==> src/rtl/turn_sequencer_pkg.sv <==
// Shared game encodings: action codes, positions, winner codes, FSM states.
// Also holds the end-of-turn winner decision used by the sequencer.
package game_pkg;

   typedef enum logic [2:0] {
      ACT_KICK   = 3'b000,
      ACT_PUNCH  = 3'b001,
      ACT_AWAIT  = 3'b010,
      ACT_JUMP   = 3'b011,
      ACT_LEFT1  = 3'b100,
      ACT_LEFT2  = 3'b101,
      ACT_RIGHT1 = 3'b110,
      ACT_RIGHT2 = 3'b111
   } action_e;

   typedef enum logic [3:0] {
      POS_FAR_LEFT  = 4'b0001,
      POS_LEFT      = 4'b0010,
      POS_RIGHT     = 4'b0100,
      POS_FAR_RIGHT = 4'b1000
   } pos_e;

   typedef enum logic [1:0] {
      WIN_NONE = 2'b00,
      WIN_P1   = 2'b01,
      WIN_P2   = 2'b10,
      WIN_DRAW = 2'b11
   } winner_e;

   typedef enum logic [2:0] {
      ST_IDLE   = 3'd0,
      ST_WAIT   = 3'd1,
      ST_COMMIT = 3'd2,
      ST_SETTLE = 3'd3,
      ST_CHECK  = 3'd4,
      ST_OVER   = 3'd5
   } state_e;

   // WIN_NONE means the game goes on.
   function automatic winner_e decide_winner(
      input logic [1:0] h1,
      input logic [1:0] h2,
      input logic       last_turn
   );
      winner_e w;
      w = WIN_NONE;
      if (h1 == 2'd0 && h2 == 2'd0)
         w = WIN_DRAW;
      else if (h1 == 2'd0)
         w = WIN_P2;
      else if (h2 == 2'd0)
         w = WIN_P1;
      else if (last_turn) begin
         if (h1 > h2)
            w = WIN_P1;
         else if (h2 > h1)
            w = WIN_P2;
         else
            w = WIN_DRAW;
      end
      return w;
   endfunction

endpackage

==> src/rtl/turn_sequencer_if.sv <==
// Bundle between the input decoder / player modules and the sequencer.
// master drives requests and health; slave is the sequencer.
interface turn_sequencer_if #(
   parameter int TURN_W = 7
);
   logic              start;
   logic              ready1;
   logic              ready2;
   logic [2:0]        action_in1;
   logic [2:0]        action_in2;
   logic [1:0]        health1;
   logic [1:0]        health2;
   logic              actionEnable;
   logic [2:0]        action1;
   logic [2:0]        action2;
   logic              isGameOver;
   logic [1:0]        winner;
   logic [TURN_W-1:0] turn_count;

   modport master (
      output start, ready1, ready2,
      output action_in1, action_in2,
      output health1, health2,
      input  actionEnable, action1, action2,
      input  isGameOver, winner, turn_count
   );

   modport slave (
      input  start, ready1, ready2,
      input  action_in1, action_in2,
      input  health1, health2,
      output actionEnable, action1, action2,
      output isGameOver, winner, turn_count
   );
endinterface

==> src/rtl/turn_sequencer_action_latch.sv <==
// Per-player action holder: first ready in a turn wins, silence at
// timeout becomes await, got flag cleared when a new turn opens.
module action_latch
   import game_pkg::*;
(
   input  logic       clk,
   input  logic       rst_n,
   input  logic       i_clear,
   input  logic       i_sample,
   input  logic       i_timeout,
   input  logic       i_ready,
   input  logic [2:0] i_action,
   output logic [2:0] o_action,
   output logic       o_got
);

   logic [2:0] r_action;
   logic       r_got;

   // Capture beats substitution when ready lands in the timeout cycle.
   always_ff @(posedge clk or negedge rst_n) begin
      if (!rst_n) begin
         r_action <= ACT_AWAIT;
         r_got    <= 1'b0;
      end else if (i_clear) begin
         r_got <= 1'b0;
      end else if (i_sample && !r_got) begin
         if (i_ready) begin
            r_action <= i_action;
            r_got    <= 1'b1;
         end else if (i_timeout) begin
            r_action <= ACT_AWAIT;
         end
      end
   end

   assign o_action = r_action;
   assign o_got    = r_got;

endmodule

==> src/rtl/turn_sequencer.sv <==
// Fight turn sequencer: gathers both actions, strobes one commit,
// then checks health and turn limit to end the game.
module turn_sequencer
   import game_pkg::*;
#(
   parameter int TURN_TIMEOUT = 16,
   parameter int TIMER_W      = 26,
   parameter int MAX_TURNS    = 99,
   parameter int TURN_W       = 7
) (
   input logic              clk,
   input logic              reset,
   turn_sequencer_if.slave  bus
);

   localparam logic [TIMER_W-1:0] LP_LAST =
      TIMER_W'(TURN_TIMEOUT - 1);
   localparam logic [TURN_W-1:0] LP_MAX =
      TURN_W'(MAX_TURNS);

   state_e              r_state;
   state_e              w_next;
   logic [TIMER_W-1:0]  r_timer;
   logic [TURN_W-1:0]   r_turn_count;
   logic [TURN_W-1:0]   w_turn_next;
   winner_e             r_winner;
   winner_e             w_win;
   logic                r_over;
   logic                w_clear;
   logic                w_sample;
   logic                w_timeout;
   logic                w_got1;
   logic                w_got2;
   logic [2:0]          w_act1;
   logic [2:0]          w_act2;

   assign w_turn_next = r_turn_count + TURN_W'(1);
   assign w_win = decide_winner(bus.health1, bus.health2,
                                w_turn_next == LP_MAX);

   action_latch u_latch1 (
      .clk       (clk),
      .rst_n     (reset),
      .i_clear   (w_clear),
      .i_sample  (w_sample),
      .i_timeout (w_timeout),
      .i_ready   (bus.ready1),
      .i_action  (bus.action_in1),
      .o_action  (w_act1),
      .o_got     (w_got1)
   );

   action_latch u_latch2 (
      .clk       (clk),
      .rst_n     (reset),
      .i_clear   (w_clear),
      .i_sample  (w_sample),
      .i_timeout (w_timeout),
      .i_ready   (bus.ready2),
      .i_action  (bus.action_in2),
      .o_action  (w_act2),
      .o_got     (w_got2)
   );

   // State register.
   always_ff @(posedge clk or negedge reset) begin
      if (!reset)
         r_state <= ST_IDLE;
      else
         r_state <= w_next;
   end

   // Next-state and turn-control strobes.
   always_comb begin
      w_next    = r_state;
      w_clear   = 1'b0;
      w_sample  = 1'b0;
      w_timeout = 1'b0;
      unique case (r_state)
         ST_IDLE: begin
            if (bus.start) begin
               w_next  = ST_WAIT;
               w_clear = 1'b1;
            end
         end
         ST_WAIT: begin
            w_sample  = 1'b1;
            w_timeout = (r_timer == LP_LAST);
            if ((w_got1 && w_got2) || w_timeout)
               w_next = ST_COMMIT;
         end
         ST_COMMIT: w_next = ST_SETTLE;
         ST_SETTLE: w_next = ST_CHECK;
         ST_CHECK: begin
            if (w_win != WIN_NONE) begin
               w_next = ST_OVER;
            end else begin
               w_next  = ST_WAIT;
               w_clear = 1'b1;
            end
         end
         ST_OVER: w_next = ST_OVER;
         default: w_next = ST_IDLE;
      endcase
   end

   // Turn timer: saturates at the last WAIT cycle, cleared per turn.
   always_ff @(posedge clk or negedge reset) begin
      if (!reset)
         r_timer <= '0;
      else if (w_clear)
         r_timer <= '0;
      else if (r_state == ST_WAIT && !w_timeout)
         r_timer <= r_timer + TIMER_W'(1);
   end

   // Turn count and game result, updated once per CHECK.
   always_ff @(posedge clk or negedge reset) begin
      if (!reset) begin
         r_turn_count <= '0;
         r_winner     <= WIN_NONE;
         r_over       <= 1'b0;
      end else if (r_state == ST_CHECK) begin
         r_turn_count <= w_turn_next;
         if (w_win != WIN_NONE) begin
            r_winner <= w_win;
            r_over   <= 1'b1;
         end
      end
   end

   assign bus.actionEnable = (r_state == ST_COMMIT);
   assign bus.action1      = w_act1;
   assign bus.action2      = w_act2;
   assign bus.isGameOver   = r_over;
   assign bus.winner       = r_winner;
   assign bus.turn_count   = r_turn_count;

endmodule

==> src/flat_wrapper.sv <==
// flat-port wrapper written by rule: the top's interface ports become plain ports
module turn_sequencer_flat import game_pkg::*;
#(
   parameter int TURN_TIMEOUT = 16,
   parameter int TIMER_W      = 26,
   parameter int MAX_TURNS    = 99,
   parameter int TURN_W       = 7
)
  (clk, reset, bus_start, bus_ready1, bus_ready2, bus_action_in1, bus_action_in2, bus_health1, bus_health2, bus_actionEnable, bus_action1, bus_action2, bus_isGameOver, bus_winner, bus_turn_count);
  turn_sequencer_if #(.TURN_W(TURN_W)) bus_i ();
  input logic clk;
  input logic reset;
  input wire logic [$bits(bus_i.start)-1:0] bus_start;
  input wire logic [$bits(bus_i.ready1)-1:0] bus_ready1;
  input wire logic [$bits(bus_i.ready2)-1:0] bus_ready2;
  input wire logic [$bits(bus_i.action_in1)-1:0] bus_action_in1;
  input wire logic [$bits(bus_i.action_in2)-1:0] bus_action_in2;
  input wire logic [$bits(bus_i.health1)-1:0] bus_health1;
  input wire logic [$bits(bus_i.health2)-1:0] bus_health2;
  output wire logic [$bits(bus_i.actionEnable)-1:0] bus_actionEnable;
  output wire logic [$bits(bus_i.action1)-1:0] bus_action1;
  output wire logic [$bits(bus_i.action2)-1:0] bus_action2;
  output wire logic [$bits(bus_i.isGameOver)-1:0] bus_isGameOver;
  output wire logic [$bits(bus_i.winner)-1:0] bus_winner;
  output wire logic [$bits(bus_i.turn_count)-1:0] bus_turn_count;
  assign bus_i.start = bus_start;
  assign bus_i.ready1 = bus_ready1;
  assign bus_i.ready2 = bus_ready2;
  assign bus_i.action_in1 = bus_action_in1;
  assign bus_i.action_in2 = bus_action_in2;
  assign bus_i.health1 = bus_health1;
  assign bus_i.health2 = bus_health2;
  assign bus_actionEnable = bus_i.actionEnable;
  assign bus_action1 = bus_i.action1;
  assign bus_action2 = bus_i.action2;
  assign bus_isGameOver = bus_i.isGameOver;
  assign bus_winner = bus_i.winner;
  assign bus_turn_count = bus_i.turn_count;
  turn_sequencer #(.TURN_TIMEOUT(TURN_TIMEOUT), .TIMER_W(TIMER_W), .MAX_TURNS(MAX_TURNS), .TURN_W(TURN_W)) u_core (.clk(clk), .reset(reset), .bus(bus_i));
endmodule
==> config.mk <==
export PLATFORM = sky130hd
export DESIGN_NAME = turn_sequencer_flat
export DESIGN_NICKNAME = d
export VERILOG_FILES = /design/src/rtl/turn_sequencer_pkg.sv /design/src/rtl/turn_sequencer_if.sv /design/src/rtl/turn_sequencer_action_latch.sv /design/src/rtl/turn_sequencer.sv /design/src/flat_wrapper.sv
export SDC_FILE = /design/constraint.sdc
export NUM_CORES = 1
export LEC_CHECK = 0
export CAP_MARGIN = 20
export CORE_MARGIN = 2
export CORE_UTILIZATION = 63
export CTS_CLUSTER_SIZE = 20
export DETAILED_ROUTE_END_ITERATION = 6
export DONT_BUFFER_PORTS = 1
export GPL_TIMING_DRIVEN = 0
export PLACE_DENSITY = 0.83
export SLEW_MARGIN = 40
export SYNTH_ARGS = -nofsm -noshare
export SYNTH_HDL_FRONTEND = slang
export SYNTH_SLANG_ARGS = --single-unit
==> constraint.sdc <==
create_clock -name clk -period 2.5 [get_ports clk]
set_input_delay 0.25 -clock clk [delete_from_list [all_inputs] [get_ports clk]]
set_output_delay 0.25 -clock clk [all_outputs]
set_load 0.03 [all_outputs]
==> reports/summary.log <==
[run_status] run status complete, no violations
[synthesis] largest family of logic cells by synthesized area simple AND/OR/NAND/NOR gates
[power_and_ir_drop] leakage component of the power 0.00119 uW
[floorplanning] Die Ht 67.9 um
[synthesis] Synth warnings 0
[flow_run] max_cap viols 0
[sta] maximum clock frequency 434 MHz
[synthesis] flip-flop cell with the highest count after synthesis dfrtp_1
[sta] Setup Skew 0.00584 ns
[finish] commonest cells after routing, fill and taps aside dfrtp_1 (43), nor3_1 (29), xor2_1 (25), nand2_1 (16), nand4_1 (11)
[place] DP Wirelength 3.39 mm
[routing] vias after detailed routing 1933
[worst_hold_path] worst hold path stage count 2
[critical_path] startpoint type of the worst setup path register
[place] count of port buffers added during placement 0
[cts] clock sink total 47
[floorplanning] # IOs 32
[critical_path] startpoint of the worst-slack reg-to-reg timing path u_core.bus.turn_count[1]
[place] number of cells in the design after placement 308
[routing] number of DRC violations after detailed routing 0
[synthesis] post-synthesis xor/xnor area fraction 10.9%
[critical_path] Setup Crit Path Kind register to register
[finish] Post-Layout Cell Count 318
[sta] final critical-path share of the clock period 92.1%
[sta] Hold Violations, Final 0
[finish] commonest non-fill, non-tap cell in the layout dfrtp_1
[critical_path] highest fanout seen on the critical path 10
[sta] measured slew at the worst slew-check pin 0.600 ns
[finish] ratio of cells with drive above 1 in the final layout 10.1%
[routing] Post-DRT Antenna Nets 0
[finish] number of nets in the layout 287
[worst_hold_path] hold_sp bus_ready2
[critical_path] data arrival at the endpoint of the critical path 2.50 ns
[floorplanning] standard-cell row count 23
[cts] Post CTS Setup Buffer Count 0
[cts] Clock Pin Slew Worst Setup and Hold Paths 0.08 ns
[global_route] antenna violations before repair 0
[routing] total wirelength of the detailed-routed design 5.00 mm
[cts] TritonCTS Buffers 5
[cts] maximum root-to-sink buffer count 2
[global_route] largest net degree at the start of global routing 48
[sta] final-report setup violation count 0
[floorplanning] overall die area 4610 sq um
[power_and_ir_drop] pwr/cell area 478 nW/um^2
[critical_path] crit path capture type register
[critical_path] depth of the worst register-to-register path 7
[finish] Final Util 69.9%
[synthesis] area fraction in and, or, nand and nor cells after synthesis 27.9%
[synthesis] library cells used by synthesis 47
[finish] synth-to-layout area growth 8.03%
[cts] CTS Root Cell clkbuf_8
[sta] setup TNS 0 ns
[synthesis] Netlist Area Pre-Place 2570 sq um
[critical_path] critical path data required time 2.70 ns
[place] RePlAce Congestion 0.856
[routing] number of DRC markers in iteration 0 186
[power_and_ir_drop] Worst VDD drop 0.330 mV
[global_route] wire length of the first global-routing pass 8.55 mm
[global_route] global routing usage summed across all routing layers 24.5%
[cts] deepest level of the CTS H-tree 2
[cts] Skew-Pair Late Insertion Delay 0.29 ns
[synthesis] multiplexer share of the synthesized area 1.95%
[synthesis] number of synthesized register bits 47
[critical_path] slack of the worst reg-to-reg path 0.20 ns
[synthesis] total nets after synthesis 278
[sta] number of max-slew violations in the final report 0
[global_route] via count of the first global-routing pass 1921
[cts] clock tree from TritonCTS done
[synthesis] post-synthesis adder-cell area fraction 2.43%
[synthesis] average cell area after synthesis 9.97 sq um
[finish] number of antenna repair diodes 0
[sta] worst slew slack as a fraction of its limit 59.8%
[floorplanning] Initial Util 64.7%
[synthesis] share of flip-flops with an asynchronous set or reset after synthesis 100%
[synthesis] post-synthesis instance total 258
[critical_path] destination of the worst register-to-register timing path u_core.r_timer[13]
[routing] average via count per standard cell 6.08
[sta] clock period minus final worst setup slack 2.30 ns
[floorplanning] Horiz. Die Dim 67.9 um
[floorplanning] core region area 3970 sq um
[worst_hold_path] hold worst-path end u_core.u_latch2.o_action[0]
[global_route] global-route congestion overflow total 0
[routing] number of optimization iterations in the first detailed-route pass 4
[synthesis] count of flip-flops with a built-in enable after synthesis 0
[worst_hold_path] worst min-delay path class primary input to register
[synthesis] proportion of synthesized chip area in sequential cells 45.8%
[synthesis] Compound-Gate Fraction of Synth Area 7.54%
[routing] average wire per cell in the routed design 15.7 um
## cell families (layout without fill, tap and decap cells)
logic type	count (synthesis)	in the layout
muxes	5	5
xor gates and xnor gates	32	32
and+or+nand+nor	119	119
AOI/OAI and AO/OA	29	29
DFF	47	47
buffers and inverters	21	31
adders and majority gates	5	5
## report_power, final
group	internal, uW	leakage, uW	switching (uW)	total (uW)
registers	786	0.000552	36.0	822
logic	33.9	0.000592	42.7	76.6
clock network	196	0.0000422	232	428
## metal layers
layer	global-route usage (%)	share of wire (%)
met5	0	0
met4	6.25	1.4
met3	4.93	4.9
met2	40.9	50
met1	32.8	44
## cell type report
type	instances	area (sq um)
multi-input cells	190	1330
fillers	294	1190
flip-flops and latches	47	1180
clock buffers	7	76.3
well taps	50	62.6
plain buffers	11	51.3
repair buffers	2	37.5
inverters	10	37.5
clock inverters	1	5.00
## state kept, by name, summed over array words and instances, names as in the netlist
| name | count |
|---|---|
| u_core.u_latch2.o_action | 3 |
| u_core.bus.isGameOver | 1 |
| u_core.bus.winner | 2 |
| u_core.u_latch1.o_got | 1 |
| u_core.r_state | 3 |
| u_core.u_latch1.o_action | 3 |
| u_core.u_latch2.o_got | 1 |
| u_core.bus.turn_count | 7 |
| u_core.r_timer | 26 |
## synthesized netlist by cell type, types with 3 or more instances
| cell | n | area, sq um |
|---|---|---|
| nand2_1 | 16 | 60.1 |
| and3_1 | 9 | 56.3 |
| o21ai_2 | 3 | 26.3 |
| ha_1 | 5 | 62.6 |
| nor2b_1 | 3 | 18.8 |
| o21ai_0 | 3 | 15.0 |
| mux2i_1 | 5 | 50.1 |
| nand4_1 | 11 | 68.8 |
| clkbuf_1 | 8 | 30.0 |
| and4_1 | 4 | 35.0 |
| xor2_1 | 25 | 219 |
| inv_1 | 10 | 37.5 |
| dfrtp_1 | 45 | 1130 |
| o211ai_1 | 3 | 22.5 |
| xnor2_1 | 7 | 61.3 |
| nor4_1 | 3 | 18.8 |
| nor2_1 | 9 | 33.8 |
| nand3_1 | 10 | 50.1 |
| and2_1 | 5 | 31.3 |
| a21oi_1 | 8 | 40.0 |
| nor3_1 | 29 | 145 |
## worst max path at each step
stage	startpoint	end	slack (ns)
floorplan	u_core.bus.turn_count[0]	u_core.r_timer[10]	0.41
global placement	u_core.bus.turn_count[1]	u_core.r_timer[23]	0.05
global route	u_core.bus.turn_count[1]	u_core.r_timer[9]	-0.02
CTS	u_core.bus.turn_count[0]	u_core.r_timer[13]	0.001
detailed placement	u_core.bus.turn_count[1]	u_core.r_timer[13]	-0.002
finish	u_core.bus.turn_count[1]	u_core.r_timer[13]	0.20
## critical path: stages, from the launching register on
cell and delay, ns:
dfrtp_2 0.53, ha_1 0.29, and3_1 0.25, nand3_1 0.12
o22ai_2 0.33, a21oi_4 0.16, clkbuf_1 0.26, nor3_1 0.27
## stage by stage
| stage | setup WS, ns | area [sq um] | hold WS, ns | power [uW] |
|---|---|---|---|---|
| 6_report | 0.197 | 2780 | 0.0899 | 1330 |
| 3_5_place_dp | -0.00159 | 2640 | -0.0445 | 892 |
| 5_1_grt | -0.0216 | 2780 | 0.0872 | 1390 |
| 3_3_place_gp | 0.0488 | 2630 | -0.0447 | 887 |
| 4_1_cts | 0.00116 | 2760 | 0.0920 | 1340 |
| 2_1_floorplan | 0.412 | 2570 | -0.0456 | 876 |
## timing repair
item	in CTS	in global routing
hold buffers	2	0
endpoints found under the hold margin	47	0
gates resized for setup	1	4
endpoints found under the setup margin	5	20
Note: power is estimated with default switching activity, not from simulation.
==> RTL edit 1: new RTL, same flow settings <==
Re-encode `state_e` (6 states) as one-hot, 6 bits wide.
--- a/src/rtl/turn_sequencer_pkg.sv
+++ b/src/rtl/turn_sequencer_pkg.sv
@@ -27,13 +27,13 @@
       WIN_DRAW = 2'b11
    } winner_e;
 
-   typedef enum logic [2:0] {
-      ST_IDLE   = 3'd0,
-      ST_WAIT   = 3'd1,
-      ST_COMMIT = 3'd2,
-      ST_SETTLE = 3'd3,
-      ST_CHECK  = 3'd4,
-      ST_OVER   = 3'd5
+   typedef enum logic [5:0] {
+      ST_IDLE   = 6'b000001,
+      ST_WAIT   = 6'b000010,
+      ST_COMMIT = 6'b000100,
+      ST_SETTLE = 6'b001000,
+      ST_CHECK  = 6'b010000,
+      ST_OVER   = 6'b100000
    } state_e;
 
    // WIN_NONE means the game goes on.
Check against the original RTL: same outputs for any inputs over 10 cycles, from zero or initial values and one cycle with reset low; not proved beyond that.
==> RTL edit 1 against the unedited design <==
- the flow now finishes with violations (setup timing)
- non-clock buffer count increased by 12
- sequential cell count increased by 3
- area after synthesis increased by 9.9%
- final area increased by 17%
- wire length increased by 34%
- sequential share of layout area decreased by 3.5 points
- critical path depth decreased by 2
- setup slack got worse by 0.22 ns
- critical path type unchanged
Power is not compared: it rests on default switching activity, and its combinational part moved more than twofold at a synthesized area within 25%.
==> RTL edit 1: results <==
{
  "run_status": "complete, but fails checks",
  "violations": "setup timing",
  "grt_max_degree": 51,
  "cp_max_fo": 7,
  "syn_nets": 316,
  "drive_gt1_share_pct": 20.4,
  "ys_types": 45,
  "via_per_inst": 6.72,
  "n_antenna_cell": 0,
  "yosys-top-cells-count": "47 x dfrtp_1, 22 x a211oi_1, 22 x or4_1",
  "setup_ws_ns": -0.0225,
  "hold_class": "in -> reg",
  "first_pass_iters": 4,
  "clk_pin_slew_ns": 0.09,
  "dp_cells": 348,
  "ys_top_cells_by_area": "dfrtp_1 42%, a211oi_1 5.8%, or4_1 5.8%",
  "cts_max_path_buffers": 2,
  "fin_nets": 333,
  "dp_hpwl_mm": 4.18,
  "setup_tns_ns": -0.0452,
  "synthArstFlopShare_pct": 100,
  "wl_per_cell_um": 18.3,
  "grt_pass1_vias": 2359,
  "setup_viol": 3,
  "worstMarginPinSlew_ns": 0.555,
  "final_cells": 366,
  "skew_ns": 0.00600,
  "p_int_w": 0.00133,
  "largest_reg_flops": 26,
  "place_ws_ns": -0.469,
  "yosys_warnings": 0,
  "synthesis.instances": 296,
  "seq_area_frac_synth_pct": 44.4,
  "port_buffers": 0,
  "regArea_um2": 1260,
  "place.gp.congestion": 0.824,
  "htreeDepth": 2,
  "placed_area_um2": 2900,
  "drt_iter0_markers": 171,
  "clk_latency_ns": 0.31,
  "grt_pass1_wl_mm": 10.7,
  "cp_data_arrival_time_ns": 2.74,
  "nFillCells": 312,
  "grt.total_usage_pct": 26.8
}
RTL edit 1: changes by cell type after synthesis, moves of 6 or more:
cell,before,now
o21ai_0,3,11
o31ai_1,0,18
xor2_1,25,6
nand4_1,11,3
nand3_1,10,17
or4_1,2,22
and3_1,9,3
a211oi_1,1,22
nor3_1,29,8
or3_1,1,10
RTL edit 1: path summary, 6_finish.rpt:
| path | start | endpoint | slack, ns | cells past startpoint |
|---|---|---|---|---|
| max | u_core.r_state[2]$_DFFE_PN0P_ | u_core.r_timer[24]$_DFFE_PN0P_ | -0.02 | 5 |
| min | bus_action_in2[1] | u_core.u_latch2.o_action[1]$_DFFE_PN1P_ | 0.12 | 2 |
| max reg2reg | u_core.r_state[2]$_DFFE_PN0P_ | u_core.r_timer[24]$_DFFE_PN0P_ | -0.02 | 5 |
| min reg2reg | u_core.r_state[3]$_DFFE_PN0P_ | u_core.r_state[3]$_DFFE_PN0P_ | 0.54 | 1 |
| max in group asynchronous | reset | u_core.r_state[0]$_DFFE_PN1P_ | 1.76 | 2 |
| min in group asynchronous | reset | u_core.r_timer[12]$_DFFE_PN0P_ | 0.47 | 2 |
RTL edit 1: kinds of logic after synthesis:
group | Yosys count | share of synthesized area [%]
AO/OA/AOI/OAI | 81 | 20.7
adder cells (fa/ha/maj) | 5 | 2.21
AND/OR/NAND/NOR | 126 | 26.3
flip-flops | 50 | 44.4
XOR/XNOR | 10 | 3.10
buffers and inverters | 24 | 3.28
RTL edit 1: power by group through the flow:
stage	registers [W]	clock network (W)	logic, W
finish	0.00109	0.000544	0.000336
detailed placement	0.00110	0	0.000310
global placement	0.00110	0	0.000291
CTS	0.00109	0.000549	0.000336
global route	0.00111	0.000574	0.000376
floorplan	0.00108	0	0.000245
RTL edit 1: area by class of cell:
class | count | share of cell area (%)
multi-input combinational | 222 | 49.1
sequential | 50 | 39.0
clock buffer | 8 | 3.40
timing repair buffer | 11 | 3.24
buffer | 14 | 2.24
tap | 52 | 2.01
inverter | 9 | 1.04
RTL edit 1: critical path, stage by stage, from the launching register on:
cell	delay, ns
dfrtp_2	0.43
or4_4	0.56
or3_4	0.40
or3_4	0.39
or4_1	0.42
a211oi_2	0.23
RTL edit 1: layer usage:
layer  track usage, %  up-vias  wire length (um)
li1                 -     1183                 -
met1             35.9     1197              2950
met2             44.3       67              3310
met3             4.99       13               319
met4             9.01        0               104
met5                0        -                 0
RTL edit 1: what timing repair did:
action / 4_1_cts / 5_1_grt
hold endpoints to repair: 50 / 0
gates resized for setup: 19 / 26
pin swaps: 0 / 4
buffers inserted: 2 / 7
endpoints found under the setup margin: 36 / 34
hold buffers: 2 / 0
==> RTL edit 2: new RTL, config.mk and constraints unchanged <==
Made on the original files. `TURN_W` is set to 7 in 3 places; all go to 6.
--- a/src/rtl/turn_sequencer_if.sv
+++ b/src/rtl/turn_sequencer_if.sv
@@ -1,7 +1,7 @@
 // Bundle between the input decoder / player modules and the sequencer.
 // master drives requests and health; slave is the sequencer.
 interface turn_sequencer_if #(
-   parameter int TURN_W = 7
+   parameter int TURN_W = 6
 );
    logic              start;
    logic              ready1;
--- a/src/rtl/turn_sequencer.sv
+++ b/src/rtl/turn_sequencer.sv
@@ -6,7 +6,7 @@
    parameter int TURN_TIMEOUT = 16,
    parameter int TIMER_W      = 26,
    parameter int MAX_TURNS    = 99,
-   parameter int TURN_W       = 7
+   parameter int TURN_W       = 6
 ) (
    input logic              clk,
    input logic              reset,
--- a/src/flat_wrapper.sv
+++ b/src/flat_wrapper.sv
@@ -4,7 +4,7 @@
    parameter int TURN_TIMEOUT = 16,
    parameter int TIMER_W      = 26,
    parameter int MAX_TURNS    = 99,
-   parameter int TURN_W       = 7
+   parameter int TURN_W       = 6
 )
   (clk, reset, bus_start, bus_ready1, bus_ready2, bus_action_in1, bus_action_in2, bus_health1, bus_health2, bus_actionEnable, bus_action1, bus_action2, bus_isGameOver, bus_winner, bus_turn_count);
   turn_sequencer_if #(.TURN_W(TURN_W)) bus_i ();
Ports: changed (resized bus_turn_count); port bits go from 32 to 31. The function was not compared with the original's and may differ.
==> RTL edit 2 against the unedited design <==
- combinational power increased by 1%
- sequential share of layout area about the same
- wire length decreased by 2.6%
- area after synthesis decreased by 2.1%
- setup slack got worse by 0.0025 ns
- final area decreased by 2.4%
- power increased by 0.46%
- sequential cell count decreased by 1
- critical path type unchanged
- largest power group unchanged
==> RTL edit 2: results <==
{
  "run_status": "completed",
  "ys_types": 46,
  "grt_pass1_wl_mm": 8.58,
  "max_stage_delay_ns": 0.49,
  "skew_ns": 0.0112,
  "cp_data_arrival_time_ns": 2.49,
  "dp_hpwl_mm": 3.41,
  "ctsResizeCount": 0,
  "seq_area_frac_synth_pct": 45.8,
  "critPathLaunch": "u_core.bus.turn_count[4]$_DFFE_PN0N_",
  "cellLeakagePower_nw": 1.14,
  "p_int_w": 0.00102,
  "place.gp.congestion": 0.833,
  "timing.slew.headroom_pct": 63.2,
  "cp-endpoint": "u_core.u_latch1.o_got$_DFFE_PN0P_",
  "dp_cells": 306,
  "grt_pass1_vias": 1909,
  "yosysTopAreaCellShare_pct": 43.7,
  "drt_iter0_markers": 151,
  "reg2reg_depth": 8,
  "drive_gt1_share_pct": 13.4,
  "grt_use_met3_pct": 6.00,
  "totalWireLength_mm": 4.87,
  "setup_ws_ns": 0.194,
  "first_pass_iters": 6,
  "crit_slowest_cell": "dfrtp_1",
  "peakVddDrop_mv": 0.340,
  "seqPwrFrac_pct": 59.3
}
RTL edit 2: layer usage:
| layer | wire [um] | share of wire (%) | vias to the layer above |
|---|---|---|---|
| met5 | 0 | 0 | - |
| met4 | 55 | 1.1 | 0 |
| met3 | 218 | 4.5 | 6 |
| met2 | 2390 | 49 | 42 |
| met1 | 2200 | 45 | 900 |
| li1 | - | - | 902 |
RTL edit 2: worst min-delay path by stage:
stage | slack (ns) | cells past startpoint | to | start
global route | 0.09 | 2 | u_core.u_latch2.o_action[1]$_DFFE_PN1P_ | bus_action_in2[1]
global placement | -0.04 | 0 | u_core.u_latch2.o_action[0]$_DFFE_PN0P_ | reset
finish | 0.08 | 2 | u_core.u_latch1.o_action[1]$_DFFE_PN1P_ | bus_action_in1[1]
CTS | 0.08 | 2 | u_core.u_latch1.o_action[1]$_DFFE_PN1P_ | bus_action_in1[1]
floorplan | -0.05 | 0 | u_core.bus.isGameOver$_DFFE_PN0P_ | reset
detailed placement | -0.04 | 0 | u_core.bus.turn_count[4]$_DFFE_PN0N_ | reset
RTL edit 2: cell type report:
type	count	share of cell area, %
clock buffer	8	3.32
buffer	11	2.49
timing repair buffer	2	1.39
sequential	46	42.6
inverter	15	2.08
tap	48	2.22
multi-input combinational	186	45.9
RTL edit 2: worst max-delay path, delay by kind of cell (launching register included):
| kind | cells | cell delay (ns) |
|---|---|---|
| buf+inv | 3 | 0.57 |
| compound gates | 2 | 0.70 |
| xor+xnor | 1 | 0.17 |
| flops | 1 | 0.49 |
| simple gates | 2 | 0.26 |
RTL edit 2: cells by family after synthesis:
logic type | share of synthesized area, %
adders and majority gates | 2.49
muxes | 0.398
AOI/OAI and AO/OA | 8.50
DFF | 45.8
and+or+nand+nor | 26.7
xor gates and xnor gates | 11.1
buffers and inverters | 4.92
